`src/rtl/prog_sequencer.sv`:
```
// Configuration sequencer: serializes a byte stream LSB-first onto the programming chain,
// with an optional verify pass that counts prog_out mismatches against the resent bitstream.
module prog_sequencer #(
    parameter int unsigned CHAIN_LEN   = 96,
    parameter int unsigned HALF_PERIOD = 2
) (
    input  logic       clk,
    input  logic       rst,
    input  logic       start,
    input  logic       verify,
    input  logic [7:0] byte_in,
    input  logic       byte_valid,
    output logic       byte_ready,
    output logic       prog_clk,
    output logic       prog_en,
    output logic       prog_in,
    input  logic       prog_out,
    output logic       busy,
    output logic       done,
    output logic       error,
    output logic [7:0] mismatch_cnt
);
    localparam int unsigned CW = $clog2(CHAIN_LEN + 1);
    localparam int unsigned HW = (HALF_PERIOD > 1) ? $clog2(HALF_PERIOD) : 1;
    localparam logic [CW-1:0] LastBit = CW'(CHAIN_LEN - 1);
    localparam logic [HW-1:0] HpLast  = HW'(HALF_PERIOD - 1);

    localparam logic [2:0] StIdle    = 3'd0;
    localparam logic [2:0] StFetch   = 3'd1;
    localparam logic [2:0] StShiftLo = 3'd2;
    localparam logic [2:0] StShiftHi = 3'd3;
    localparam logic [2:0] StFinish  = 3'd4;

    logic [2:0]    state_q, state_d;
    logic [7:0]    byte_q, byte_d;
    logic [2:0]    bit_idx_q, bit_idx_d;
    logic [CW-1:0] bit_cnt_q, bit_cnt_d;
    logic [HW-1:0] hp_cnt_q, hp_cnt_d;
    logic          verify_q, verify_d;
    logic          prog_clk_q, prog_clk_d;
    logic          prog_en_q, prog_en_d;
    logic          prog_in_q, prog_in_d;
    logic          busy_q, busy_d;
    logic          done_q, done_d;
    logic          error_q, error_d;
    logic [7:0]    mm_q, mm_d;

    always_comb begin
        state_d    = state_q;
        byte_d     = byte_q;
        bit_idx_d  = bit_idx_q;
        bit_cnt_d  = bit_cnt_q;
        hp_cnt_d   = hp_cnt_q;
        verify_d   = verify_q;
        prog_clk_d = prog_clk_q;
        prog_en_d  = prog_en_q;
        prog_in_d  = prog_in_q;
        busy_d     = busy_q;
        done_d     = 1'b0;
        error_d    = error_q;
        mm_d       = mm_q;

        case (state_q)
            StIdle: begin
                // A start coinciding with the done pulse is dropped.
                if (start && !done_q) begin
                    verify_d  = verify;
                    mm_d      = 8'd0;
                    error_d   = 1'b0;
                    busy_d    = 1'b1;
                    prog_en_d = 1'b1;
                    bit_cnt_d = '0;
                    state_d   = StFetch;
                end
            end
            StFetch: begin
                if (byte_valid) begin
                    byte_d    = byte_in;
                    bit_idx_d = 3'd0;
                    prog_in_d = byte_in[0];
                    hp_cnt_d  = '0;
                    state_d   = StShiftLo;
                end
            end
            StShiftLo: begin
                if (hp_cnt_q == HpLast) begin
                    if (verify_q && (prog_out != prog_in_q) && (mm_q != 8'hFF)) begin
                        mm_d = mm_q + 8'd1;
                    end
                    hp_cnt_d   = '0;
                    prog_clk_d = 1'b1;
                    state_d    = StShiftHi;
                end else begin
                    hp_cnt_d = hp_cnt_q + HW'(1);
                end
            end
            StShiftHi: begin
                if (hp_cnt_q == HpLast) begin
                    hp_cnt_d   = '0;
                    prog_clk_d = 1'b0;
                    if (bit_cnt_q == LastBit) begin
                        state_d = StFinish;
                    end else begin
                        bit_cnt_d = bit_cnt_q + CW'(1);
                        if (bit_idx_q == 3'd7) begin
                            state_d = StFetch;
                        end else begin
                            bit_idx_d = bit_idx_q + 3'd1;
                            prog_in_d = byte_q[bit_idx_q + 3'd1];
                            state_d   = StShiftLo;
                        end
                    end
                end else begin
                    hp_cnt_d = hp_cnt_q + HW'(1);
                end
            end
            StFinish: begin
                prog_en_d = 1'b0;
                busy_d    = 1'b0;
                done_d    = 1'b1;
                if (verify_q) begin
                    error_d = (mm_q != 8'd0);
                end
                state_d = StIdle;
            end
            default: state_d = StIdle;
        endcase
    end

    always_ff @(posedge clk) begin
        if (rst) begin
            state_q    <= StIdle;
            byte_q     <= 8'd0;
            bit_idx_q  <= 3'd0;
            bit_cnt_q  <= '0;
            hp_cnt_q   <= '0;
            verify_q   <= 1'b0;
            prog_clk_q <= 1'b0;
            prog_en_q  <= 1'b0;
            prog_in_q  <= 1'b0;
            busy_q     <= 1'b0;
            done_q     <= 1'b0;
            error_q    <= 1'b0;
            mm_q       <= 8'd0;
        end else begin
            state_q    <= state_d;
            byte_q     <= byte_d;
            bit_idx_q  <= bit_idx_d;
            bit_cnt_q  <= bit_cnt_d;
            hp_cnt_q   <= hp_cnt_d;
            verify_q   <= verify_d;
            prog_clk_q <= prog_clk_d;
            prog_en_q  <= prog_en_d;
            prog_in_q  <= prog_in_d;
            busy_q     <= busy_d;
            done_q     <= done_d;
            error_q    <= error_d;
            mm_q       <= mm_d;
        end
    end

    assign byte_ready   = (state_q == StFetch);
    assign prog_clk     = prog_clk_q;
    assign prog_en      = prog_en_q;
    assign prog_in      = prog_in_q;
    assign busy         = busy_q;
    assign done         = done_q;
    assign error        = error_q;
    assign mismatch_cnt = mm_q;

endmodule
```
`config.mk`:
```
export PLATFORM = sky130hd
export DESIGN_NAME = prog_sequencer
export DESIGN_NICKNAME = d
export VERILOG_FILES = /design/src/rtl/prog_sequencer.sv
export SDC_FILE = /design/constraint.sdc
export NUM_CORES = 1
export LEC_CHECK = 0
export ABC_AREA = 1
export BUFFER_PORTS_ARGS = -buffer_cell sky130_fd_sc_hd__buf_2
export CAP_MARGIN = 5
export CORE_MARGIN = 4
export CORE_UTILIZATION = 51
export DETAILED_ROUTE_END_ITERATION = 10
export PLACE_DENSITY = 0.73
export SLEW_MARGIN = 30
export SYNTH_ARGS = -nofsm -noshare
export SYNTH_HDL_FRONTEND = slang
export SYNTH_SLANG_ARGS = --single-unit
```
`constraint.sdc`:
```
create_clock -name clk -period 1.5 [get_ports clk]
set_clock_uncertainty 0.1 [all_clocks]
set_input_delay 0.15 -clock clk [delete_from_list [all_inputs] [get_ports clk]]
set_output_delay 0.15 -clock clk [all_outputs]
set_load 0.03 [all_outputs]
```
=== After elaboration in Yosys (flattened, before gate mapping) ===
Cells that the tools add are included.

* Eq/ne operators: 16
* Add/subtract/negate cells: 4
* Muxes and demuxes: 39
* Order comparisons: 1
* Reductions and logical operators: 23

{| class="wikitable"
|+ Operators with widths
! kind !! count
|-
| $mux W3 || 9
|-
| $mux W8 || 3
|-
| $mux W7 || 3
|-
| $ne A2 B2 Y1 const B || 8
|-
| $pmux W8 S2 || 1
|-
| $pmux W7 S2 || 1
|-
| $mux W1 || 13
|-
| $pmux W3 S4 || 1
|-
| $reduce_and A4 Y1 || 3
|-
| $reduce_bool A2 Y1 || 6
|-
| $pmux W1 S2 || 5
|-
| $add A8 B1 Y8 const B || 1
|-
| $ne A8 B8 Y1 const B || 1
|-
| $reduce_and A2 Y1 || 4
|-
| $reduce_bool A8 Y1 || 1
|-
| $add A7 B1 Y7 const B || 1
|-
| $eq A7 B7 Y1 const B || 1
|-
| $eq A3 B2 Y1 const B || 2
|-
| $eq A3 B3 Y1 const B || 2
|-
| $pmux W3 S2 || 1
|-
| $reduce_and A3 Y1 || 2
|-
| $reduce_and A5 Y1 || 1
|-
| $lt A3 B4 Y1 const B || 1
|-
| $add A3 B1 Y3 const B || 1
|-
| 9 further kinds || 11
|}

* Flip-flop bits (word level): 36
* Output and inout bits: 15

=== Depth between registers and ports, before layout ===
Gate-level depths: netlist of run 1.

* Depth in word-level cells: 7
* Gate-level depth with buffers: 11
* Depth with buffers taken out: 10

=== Worst setup path after synthesis of run 1 ===
OpenSTA, ideal clock, no wires.

* Path kind: register to register
* From: register mm_q[0] (netlist: mismatch_cnt[0])
* To: register mm_q[6] (netlist: mismatch_cnt[6])
* Buffers on the path: 1
* Data arrival time: 1.526 ns
* Setup time: 0.111 ns
* Data required time: 1.289 ns
* Path slack: -0.238 ns
* Period minus slack after synthesis: 1.738 ns
* Stages on the path, launching flop included: 12
* Cell sequence: dfxtp_1 -> ha_1 -> nand2_1 -> nor2_1 -> nand2_1 -> nand2_1 -> nand2_1 -> buf_4 -> nand3_1 -> nand2_1 -> inv_1 -> nor2_1

* Cells in the longest elaborated chain, start to end: 4
* Elaborated cells between the ends (all ways): 8

{| class="wikitable"
|+ Ends and longest elaborated chain
! what !! RTL line !! source
|-
| start, declared || 46 || <nowiki>logic [7:0] mm_q, mm_d;</nowiki>
|-
| start signal, assigned || 158 || <nowiki>mm_q <= mm_d;</nowiki>
|-
| $add A8 B1 Y8 or $ne A8 B8 Y1 (tied branches) || 88, 87 ||
|-
| $mux W8 or $logic_and A1 B1 Y1 (tied branches) || 87 || <nowiki>if (verify_q && (prog_out != prog_in_q) && (mm_q != 8'hFF)) begin</nowiki>
|-
| $mux W8 or $ne A2 B2 Y1 (tied branches) || n/a ||
|-
| $pmux W8 S2 or $reduce_and A4 Y1 (tied branches) || n/a ||
|}

Parallel ways exist; a longest one is shown, timed or not. The select of a mux whose other input is x is not followed.
A chain may end at the register's enable or synchronous reset.

=== Worst setup path in the final report of run 1 ===
* From: register state_q[1]
* To: register bit_cnt_q[4]

* Cells in the longest elaborated chain, start to end: 3
* Elaborated cells between the ends (all ways): 8

{| class="wikitable"
|+ Ends and longest elaborated chain
! what !! RTL line !! source
|-
| start, declared || 34 || <nowiki>logic [2:0] state_q, state_d;</nowiki>
|-
| start signal, assigned || 132 || <nowiki>state_q <= StIdle;</nowiki>
|-
| start signal, assigned || 146 || <nowiki>state_q <= state_d;</nowiki>
|-
| $eq A3 B2 Y1 or $logic_not A3 Y1 (tied branches) || 63 || <nowiki>case (state_q)</nowiki>
|-
| $ne A2 B2 Y1 (no source line) or $reduce_bool A2 Y1 (tied branches) || n/a ||
|-
| $reduce_and A4 Y1 (no source line) || n/a ||
|-
| end signal, assigned || 149 || <nowiki>bit_cnt_q <= bit_cnt_d;</nowiki>
|-
| end, declared || 37 || <nowiki>logic [CW-1:0] bit_cnt_q, bit_cnt_d;</nowiki>
|}

Parallel ways exist; a longest one is shown, timed or not.

==> impl_metrics.yaml, run 1 <==
run_status:
  result_of_the_run: "finished, final reports clean"
layout:
  antenna_cells: 0
  layout_commonest_cell: "nand2_1"
  mostFrequentLayoutCells: "nand2_1, nor2_1, inv_1, buf_4, nand3_1"
  layout.area.seq_um2: 746
  fillers: 322
  final_net_count: 418
  drive_above_1_share: 0.315
  area_delta_synth_final_pct: 37.3
  multi_input_area_um2: 1290
sta:
  hold_viol: 0
  post-route-period-util: 0.995
  period_minus_slack_ns: 1.49
  worstMarginPinSlew_ns: 0.236
  setup_viol_count_final: 0
  number_of_max_slew_violations_in_the_final_report: 0
  worst_setup_slack_final_ns: 0.00821
  timing.max_slew.rel_slack: 0.842
  max_clock_freq_mhz: 670
  rsz0062_at_grt: "yes"
  total_negative_slack_ns: 0
detailed_routing:
  wl_per_cell_um: 11.6
  route.detailed.drc: 0
  vias: 2240
  first_iter_violations: 128
  drt-pass1-iter-count: 4
  totalWireLength_um: 5220
  remaining_antenna_violation_count: 0
  vias_per_cell: 5.00
yosys:
  synth-seq-area-share: 0.349
  post_synth_fa_ha_maj_area_fraction: 0.0303
  syn_nets: 353
  netlist_instances: 334
  ys.warnings.count: 0
  yosys_register_bits: 36
  synthDistinctLibCells: 23
  synthesis.area_um2: 2070
  synth_top_family_by_area: "simple AND/OR/NAND/NOR gates"
  syn_avg_cell_area_um2: 6.19
  complex_gate_fraction_of_the_synthesized_area: 0.0787
  synth_mux_area_frac: 0
  synth-simple-area-share: 0.430
  yosys.area_share.xor_xnor: 0.00847
global_routing:
  antenna_found_initial: 0
  grt_overflow: 0
  grtUsageTotal: 0.203
  number_of_global_route_vias_before_repair: 1974
  grt_max_degree: 23
  wire_length_of_the_first_global_routing_pass_um: 8450
critical_path:
  crit_path_start: "state_q[1]"
  r2r_setup_slack_ns: 0.008
  cp_slowest_stage_delay_ns: 0.37
  worst_ep_arrival_time_ns: 1.61
  worst_path_max_delay_cell: "dfxtp_4"
  critical_path_peak_fanout: 8
  worst-setup-path-type: "flip-flop to flip-flop"
  rr_startpoint: "state_q[1]"
  crit_path_cell_trace: "nor2_4, nand2_2, buf_6, nand2_4, nand3_4, nor2_4, nand2_1, a21oi_1"
  crit_path_frequent_cell: "nor2_4"
  worstSetupEndpointType: "flip-flop"
  r2r_end: "bit_cnt_q[4]"
  critical_path_buf_inv_count: 1
  crit_required_ns: 1.61
  worstSetupPathDepth: 8
  start_kind: "flip-flop"
  timing.critical_path.max_delay_family: "simple AND/OR/NAND/NOR gates"
  ff2ff_path_depth: 8
cts:
  cts_root_buf: "clkbuf_8"
  cts_hold_buf: 0
  register_clock_pin_slew_on_the_reported_worst_setup_and_hold_paths_ns: 0.08
  clock_insertion_delay_worst_skew_ns: 0.29
  clockBufferDepth: 2
  clock_tree_from_tritoncts: "built"
  clock_sink_count: 36
  htree_num_levels: 2
  cts_made_buffers: 5
run:
  max_cap_violations: 0
floorplan:
  initial_core_util: 0.544
  core.rowCount: 22
  die-width_um: 71.7
  area_of_the_die_um2: 5140
  core_area_um2: 3800
  floorplan.die.height_um: 71.7
  num_io_pins: 29
placed_design:
  dp_hpwl_um: 3530
  placement.setup.worst_slack_ns: -0.0762
  io_buffers: 28
  weighted_congestion_reported_at_the_end_of_routability_driven_placement: 0.833
power:
  power.density_cell_area_nw_per_um2: 1720
  p_leak_uw: 0.00132
  max-vdd-ir-drop_mv: 1.08
hold_path:
  min_delay_path_depth: 3
  timing.hold.worst.start: "byte_in[2]"
  holdPathEnd: "byte_q[2]"
  hp-class: "input pin to flip-flop"
## worst register-to-register path: cells and delay by family, from the launching register on
| family | cells | cell delay, ns |
|---|---|---|
| compound gates | 1 | 0.16 |
| flops | 1 | 0.37 |
| simple gates | 6 | 0.67 |
| buf+inv | 1 | 0.13 |
## power by group
| part | internal (µW) | switching (µW) | total (µW) |
|---|---|---|---|
| logic | 1150 | 1510 | 2660 |
| registers | 1180 | 171 | 1350 |
| clock network | 520 | 371 | 891 |
| total | 2840 | 2050 | 4890 |
## routing by layer
layer	share of wire	GRT usage	vias up
met3	0.041	0.0379	4
met4	0.0077	0.0585	0
li1	-	-	1174
met5	0	0	-
met2	0.47	0.347	54
met1	0.48	0.260	1008
## how the worst max path moves through the flow
stage	endpoint	slack (ns)
global route	bit_cnt_q[4]	-0.07
floorplan	bit_idx_q[0]	0.003
detailed placement	mismatch_cnt[0]	-0.08
global placement	mismatch_cnt[2]	-0.08
CTS	byte_ready	-0.001
finish	bit_cnt_q[4]	0.008
## cells in the mapped netlist, drive strengths merged
master,count,area (µm²)
nand4,3,18.8
ha,5,62.6
nor2,63,259
or2,1,6.26
a21oi,20,100
nor3b,1,7.51
buf,5,42.5
clkbuf,3,11.3
dfxtp,36,721
inv,43,161
a211oi,1,7.51
o21ai,11,55.1
xor2,2,17.5
nor3,1,5.00
nand2,97,364
nand3,41,220
nand3b,1,7.51
## layout make-up
type                            instances  share of cell area
Clock buffer                            8              0.0428
Multi-Input combinational cell        247               0.456
Tap cell                               48              0.0212
Timing Repair Buffer                   66               0.159
Sequential cell                        36               0.263
Inverter                               43              0.0586
## sequential cells by signal (all words and copies together), names as in the netlist
register,cells
byte_q,8
mismatch_cnt,8
bit_cnt_q,7
bit_idx_q,3
state_q,3
busy,1
done,1
error,1
hp_cnt_q,1
prog_clk,1
prog_in,1
verify_q,1
## kinds of logic (layout without fill, tap and decap cells)
family / Yosys count / count (layout)
XOR/XNOR: 2 / 2
flip-flops: 36 / 36
AO/OA/AOI/OAI: 32 / 32
buffers and inverters: 51 / 117
AND/OR/NAND/NOR: 208 / 208
adder cells (fa/ha/maj): 5 / 5
## repair_timing
| item | CTS | global route |
|---|---|---|
| resized for setup | 12 | 48 |
| setup endpoints to repair | 12 | 21 |
| pin swaps | 4 | 21 |
| buffers inserted | 1 | 5 |
## through the flow
stage          std cells  total power (µW)  cell area [µm²]   util  hold slack [ns]
6_report             448              4890             2840  0.747          0.00837
3_5_place_dp         434              3500             2470  0.651            0.307
3_3_place_gp         434              3470             2470  0.651            0.298
4_1_cts              443              4500             2640  0.694          0.00442
2_1_floorplan        334              2790             2090      -            0.119
5_1_grt              448              5290             2840  0.747           0.0101
(Power assumes the default switching activity.)
==> inputs of run 2 (changes only) <==
==> constraint.sdc (replaced) <==
create_clock -name clk -period 1.5 [get_ports clk]
set_clock_uncertainty 0.1 [all_clocks]
set_input_delay 0.075 -clock clk [delete_from_list [all_inputs] [get_ports clk]]
set_output_delay 0.075 -clock clk [all_outputs]
set_load 0.03 [all_outputs]
==> run 2 against run 1 <==
Net effect: sequential cell count did not move; sequential power barely moved; register-to-register slack barely moved.
==> impl_metrics.yaml, run 2 (synthesized netlist as in run 1, its figures left out) <==
power:
  total_power_uw: 4890
  power.density_cell_area_nw_per_um2: 1690
  p_leak_uw: 0.00133
  max-vdd-ir-drop_mv: 1.07
critical_path:
  crit_path_frequent_cell: "nor2_4"
  worstSetupEndpointType: "flip-flop"
  worst-setup-path-type: "flip-flop to flip-flop"
  start_kind: "flip-flop"
  r2r_end: "bit_cnt_q[4]"
  cp_slowest_stage_delay_ns: 0.38
  crit_required_ns: 1.61
  r2r_setup_slack_ns: 0.005
  ff2ff_path_depth: 8
  critical_path_peak_fanout: 8
  worstSetupPathDepth: 8
  crit_path_cell_trace: "nor2_4, nand2_2, buf_6, nand2_4, nand3_4, nor2_4, nand2_1, a21oi_1"
  worstSetupEndpoint: "bit_cnt_q[4]"
  crit_path_start: "state_q[1]"
  timing.critical_path.max_delay_family: "simple AND/OR/NAND/NOR gates"
  rr_startpoint: "state_q[1]"
  critical_path_buf_inv_count: 1
  worst_path_max_delay_cell: "dfxtp_4"
  worst_ep_arrival_time_ns: 1.61
cts:
  register_clock_pin_slew_on_the_reported_worst_setup_and_hold_paths_ns: 0.08
  clockBufferDepth: 2
  cts_made_buffers: 5
  clock_tree_from_tritoncts: "built"
  cts_root_buf: "clkbuf_8"
  clock_sink_count: 36
  clock_insertion_delay_worst_skew_ns: 0.29
  htree_num_levels: 2
sta:
  max_clock_freq_mhz: 669
  number_of_max_slew_violations_in_the_final_report: 0
  worstMarginPinSlew_ns: 0.234
  hold_viol: 0
  rsz0062_at_grt: "yes"
  timing.max_slew.rel_slack: 0.844
  setup_viol_count_final: 0
  worst_setup_slack_final_ns: 0.00473
  post-route-period-util: 0.997
  period_minus_slack_ns: 1.50
detailed_routing:
  drt-pass1-iter-count: 4
  first_iter_violations: 154
  vias_per_cell: 5.00
  wl_per_cell_um: 11.9
  vias: 2275
  route.detailed.drc: 0
  remaining_antenna_violation_count: 0
  totalWireLength_um: 5400
floorplan:
  core.rowCount: 22
  initial_core_util: 0.544
  die-width_um: 71.7
  area_of_the_die_um2: 5140
  num_io_pins: 29
  floorplan.die.height_um: 71.7
  core_area_um2: 3800
placed_design:
  io_buffers: 28
  weighted_congestion_reported_at_the_end_of_routability_driven_placement: 0.833
  dp_hpwl_um: 3530
  placement.setup.worst_slack_ns: -0.0762
  place_inst: 434
  placed_cell_area_um2: 2470
layout:
  layout_commonest_cell: "nand2_1"
  fillers: 301
  layoutNonFillerInstCount: 455
  antenna_cells: 0
  design_area_um2: 2900
  final_net_count: 425
  area_delta_synth_final_pct: 40.1
  drive_above_1_share: 0.307
  mostFrequentLayoutCells: "nand2_1, nor2_1, inv_1, buf_4, nand3_1"
global_routing:
  antenna_found_initial: 0
  number_of_global_route_vias_before_repair: 2023
  grtUsageTotal: 0.209
  grt_overflow: 0
  grt_max_degree: 23
  wire_length_of_the_first_global_routing_pass_um: 8700
run:
  max_cap_violations: 0
hold_path:
  hp-class: "input pin to flip-flop"
run_status:
  result_of_the_run: "finished, final reports clean"
[run 2: changes by cell type in the layout (fill, tap and decap cells not counted), moves of 2 or more]
cell and delta:
nand2_4 -2, nand2_2 +2, dlygate4sd3_1 +9, dfxtp_2 +2
buf_6 -2
[run 2: through the flow]
step / util / TNS [ns] / hold WS (ns)
CTS: 0.717 / 0 / 0.0508
global route: 0.762 / -0.294 / 0.0679
finish: 0.762 / 0 / 0.0765
global placement: 0.651 / -0.348 / 0.223
floorplan: - / 0 / 0.0441
detailed placement: 0.651 / -0.351 / 0.232
[run 2: report_power, final]
group          total (µW)  switching (µW)  internal, µW
Clock                 885             366           520
Combinational        2650            1520          1130
Sequential           1350             170          1180
[run 2: worst min-delay path by stage]
stage	from	endpoint	slack [ns]	cells after the start
floorplan	rst	busy	0.04	1
global placement	byte_in[3]	byte_q[3]	0.22	3
detailed placement	byte_in[1]	byte_q[1]	0.23	3
CTS	rst	mismatch_cnt[3]	0.05	3
global route	rst	mismatch_cnt[3]	0.07	3
finish	rst	mismatch_cnt[3]	0.08	3
[run 2: repair_timing]
action | CTS | global route
cloned | 0 | 0
pin swaps | 4 | 16
endpoints found under the hold margin | 9 | 0
endpoints found under the setup margin | 12 | 26
resized for setup | 11 | 44
hold buffers | 9 | 0
buffers inserted | 1 | 3
[run 2: layout make-up]
| cell class | count | area [µm²] | area share |
|---|---|---|---|
| multi-input cells | 247 | 1290 | 0.445 |
| repair buffers | 73 | 518 | 0.179 |
| well taps | 48 | 60.1 | 0.0207 |
| clock buffers | 8 | 121 | 0.0419 |
| inverters | 43 | 164 | 0.0566 |
| flip-flops and latches | 36 | 744 | 0.257 |
[run 2: worst reg2reg max path, stage by stage, from the launching register on]
cell and delay, ns:
dfxtp_4 0.38, nor2_4 0.14, nand2_2 0.09, buf_6 0.13, nand2_4 0.07, nand3_4 0.07
nor2_4 0.19, nand2_1 0.09, a21oi_1 0.17
[run 2: per-layer routing]
metal	share of wire	GRT usage	vias to the layer above	wire (µm)
met4	0.0093	0.0585	0	50
met1	0.47	0.265	1011	2530
met2	0.47	0.359	70	2520
met5	0	0	-	0
li1	-	-	1186	-
met3	0.057	0.0407	8	305
==> inputs of run 3 (changes only) <==
--- a/config.mk
+++ b/config.mk
@@ -8,8 +8,10 @@
 export ABC_AREA = 1
 export BUFFER_PORTS_ARGS = -buffer_cell sky130_fd_sc_hd__buf_2
 export CAP_MARGIN = 5
+export CELL_PAD_IN_SITES_DETAIL_PLACEMENT = 1
+export CELL_PAD_IN_SITES_GLOBAL_PLACEMENT = 2
 export CORE_MARGIN = 4
-export CORE_UTILIZATION = 51
+export CORE_UTILIZATION = 27
 export DETAILED_ROUTE_END_ITERATION = 10
 export PLACE_DENSITY = 0.73
 export SLEW_MARGIN = 30
==> run 3 against run 2 <==
Net effect: maximum frequency is 2.6% higher; sequential cell count did not move; sequential share of layout area shrank 1.8 points; largest power group unchanged.
==> impl_metrics.yaml, run 3 (synthesized netlist as in run 1, its figures left out) <==
run_status:
  result_of_the_run: "finished, final reports clean"
detailed_routing:
  first_iter_violations: 62
  wl_per_cell_um: 12.3
  totalWireLength_um: 6390
  remaining_antenna_violation_count: 0
  drt-pass1-iter-count: 4
  vias_per_cell: 4.50
  route.detailed.drc: 0
  vias: 2342
sta:
  total_negative_slack_ns: 0
  worst_setup_slack_final_ns: 0.0427
  timing.max_slew.rel_slack: 0.827
  number_of_max_slew_violations_in_the_final_report: 0
  rsz0062_at_grt: "yes"
  setup_viol_count_final: 0
  hold_viol: 0
  post-route-period-util: 0.972
  max_clock_freq_mhz: 686
  worstMarginPinSlew_ns: 0.259
  period_minus_slack_ns: 1.46
hold_path:
  holdPathEnd: "byte_q[5]"
  timing.hold.worst.start: "byte_valid"
  min_delay_path_depth: 3
  hp-class: "input pin to flip-flop"
power:
  p_leak_uw: 0.00143
  internal_power_uw: 2720
  p_comb_frac: 0.578
  power.density_cell_area_nw_per_um2: 1570
  net-switching-power_uw: 2160
  seq_power_share: 0.280
  max-vdd-ir-drop_mv: 0.688
  power.clock.fraction: 0.142
  switching_share: 0.442
floorplan:
  floorplan.die.height_um: 95.5
  initial_core_util: 0.282
  core.rowCount: 31
  area_of_the_die_um2: 9120
  die-width_um: 95.5
  num_io_pins: 29
  core_area_um2: 7330
layout:
  drive_above_1_share: 0.332
  final_net_count: 440
  layout_commonest_cell: "nand2_1"
  area_delta_synth_final_pct: 49.9
  antenna_cells: 0
  mostFrequentLayoutCells: "nand2_1, nor2_1, buf_4, inv_1, nand3_1"
global_routing:
  wire_length_of_the_first_global_routing_pass_um: 10500
  antenna_found_initial: 0
  grt_max_degree: 23
  grt_overflow: 0
  grt_util_met3: 0.0253
  grtUsageTotal: 0.144
  use_met1: 0.191
  number_of_global_route_vias_before_repair: 2311
  grt_most_used_layer: "met2"
  gr-usage-met2: 0.240
critical_path:
  crit_required_ns: 1.58
  worstSetupEndpointType: "flip-flop"
  r2r_end: "bit_cnt_q[1]"
  r2r_setup_slack_ns: 0.04
  worst-setup-path-type: "flip-flop to flip-flop"
  rr_startpoint: "state_q[2]"
  cp_slowest_stage_delay_ns: 0.38
  start_kind: "flip-flop"
  worst_path_max_delay_cell: "dfxtp_2"
  ff2ff_path_depth: 8
  crit_path_frequent_cell: "nand2_1"
  worst_ep_arrival_time_ns: 1.54
  critical_path_peak_fanout: 8
  crit_path_start: "state_q[2]"
  crit_path_cell_trace: "buf_4, nor2_4, nand2_1, nand3_2, nor2_4, nand2_1, nand2_1, nor2_1"
run:
  max_cap_violations: 0
placed_design:
  dp_hpwl_um: 4730
  placement.setup.worst_slack_ns: -0.129
  io_buffers: 28
  weighted_congestion_reported_at_the_end_of_routability_driven_placement: 0.766
cts:
  clock_sink_count: 36
  clock_tree_from_tritoncts: "built"
  clock_insertion_delay_worst_skew_ns: 0.29
  register_clock_pin_slew_on_the_reported_worst_setup_and_hold_paths_ns: 0.08
  clockBufferDepth: 2
  htree_num_levels: 2
  cts_made_buffers: 5
  cts_root_buf: "clkbuf_8"
[run 3: changes by cell type in the layout (fill, tap and decap cells not counted), sizes merged]
| cell | delta |
|---|---|
| clkinvlp | +1 |
| buf | +15 |
| clkbuf | -2 |
| clkinv | +1 |
[run 3: layer usage]
layer | vias to the layer above | part of all wire
li1 | 1218 | -
met1 | 1090 | 0.49
met2 | 29 | 0.47
met3 | 5 | 0.028
met4 | 0 | 0.0092
met5 | - | 0
[run 3: how the worst max path moves through the flow]
stage | slack, ns | to | depth (start not counted)
CTS | -0.02 | bit_cnt_q[0] | 8
finish | 0.04 | bit_cnt_q[1] | 8
global placement | -0.15 | mismatch_cnt[0] | 10
global route | -0.05 | mismatch_cnt[7] | 10
detailed placement | -0.13 | mismatch_cnt[0] | 10
floorplan | 0.003 | bit_idx_q[0] | 8
[run 3: power by group through the flow]
stage | sequential (µW) | clock [µW] | combinational, µW
2_1_floorplan | 1390 | 0 | 1400
3_3_place_gp | 1310 | 0 | 2320
3_5_place_dp | 1310 | 0 | 2340
4_1_cts | 1300 | 724 | 2460
5_1_grt | 1400 | 782 | 3140
6_report | 1360 | 693 | 2820
[run 3: layout make-up]
type / instances / area (µm²)
Clock buffer: 6 / 72.6
Timing Repair Buffer: 88 / 642
Fill cell: 954 / 4230
Clock inverter: 2 / 11.3
Tap cell: 99 / 124
Inverter: 43 / 164
Multi-Input combinational cell: 247 / 1340
Sequential cell: 36 / 742
[run 3: worst max-delay path: cells and delay by family (launching register included)]
| kind | cells | cell delay, ns |
|---|---|---|
| buffers and inverters | 1 | 0.15 |
| flip-flops | 1 | 0.38 |
| AND/OR/NAND/NOR | 7 | 0.72 |
[run 3: through the flow]
stage / cells / hold WS (ns) / power (µW) / cell area, µm² / util
floorplan: 334 / 0.0441 / 2790 / 2090 / -
CTS: 515 / 0.0803 / 4490 / 2850 / 0.389
global route: 521 / 0.0644 / 5320 / 3100 / 0.423
finish: 521 / 0.0643 / 4880 / 3100 / 0.423
global placement: 497 / 0.228 / 3620 / 2630 / 0.358
detailed placement: 497 / 0.236 / 3660 / 2630 / 0.358
[run 3: repair_timing]
action / CTS / global route
endpoints found under the setup margin: 20 / 31
gates resized for setup: 12 / 56
hold buffers: 9 / 0
endpoints found under the hold margin: 9 / 0
setup buffers: 1 / 6
pin swaps: 5 / 26
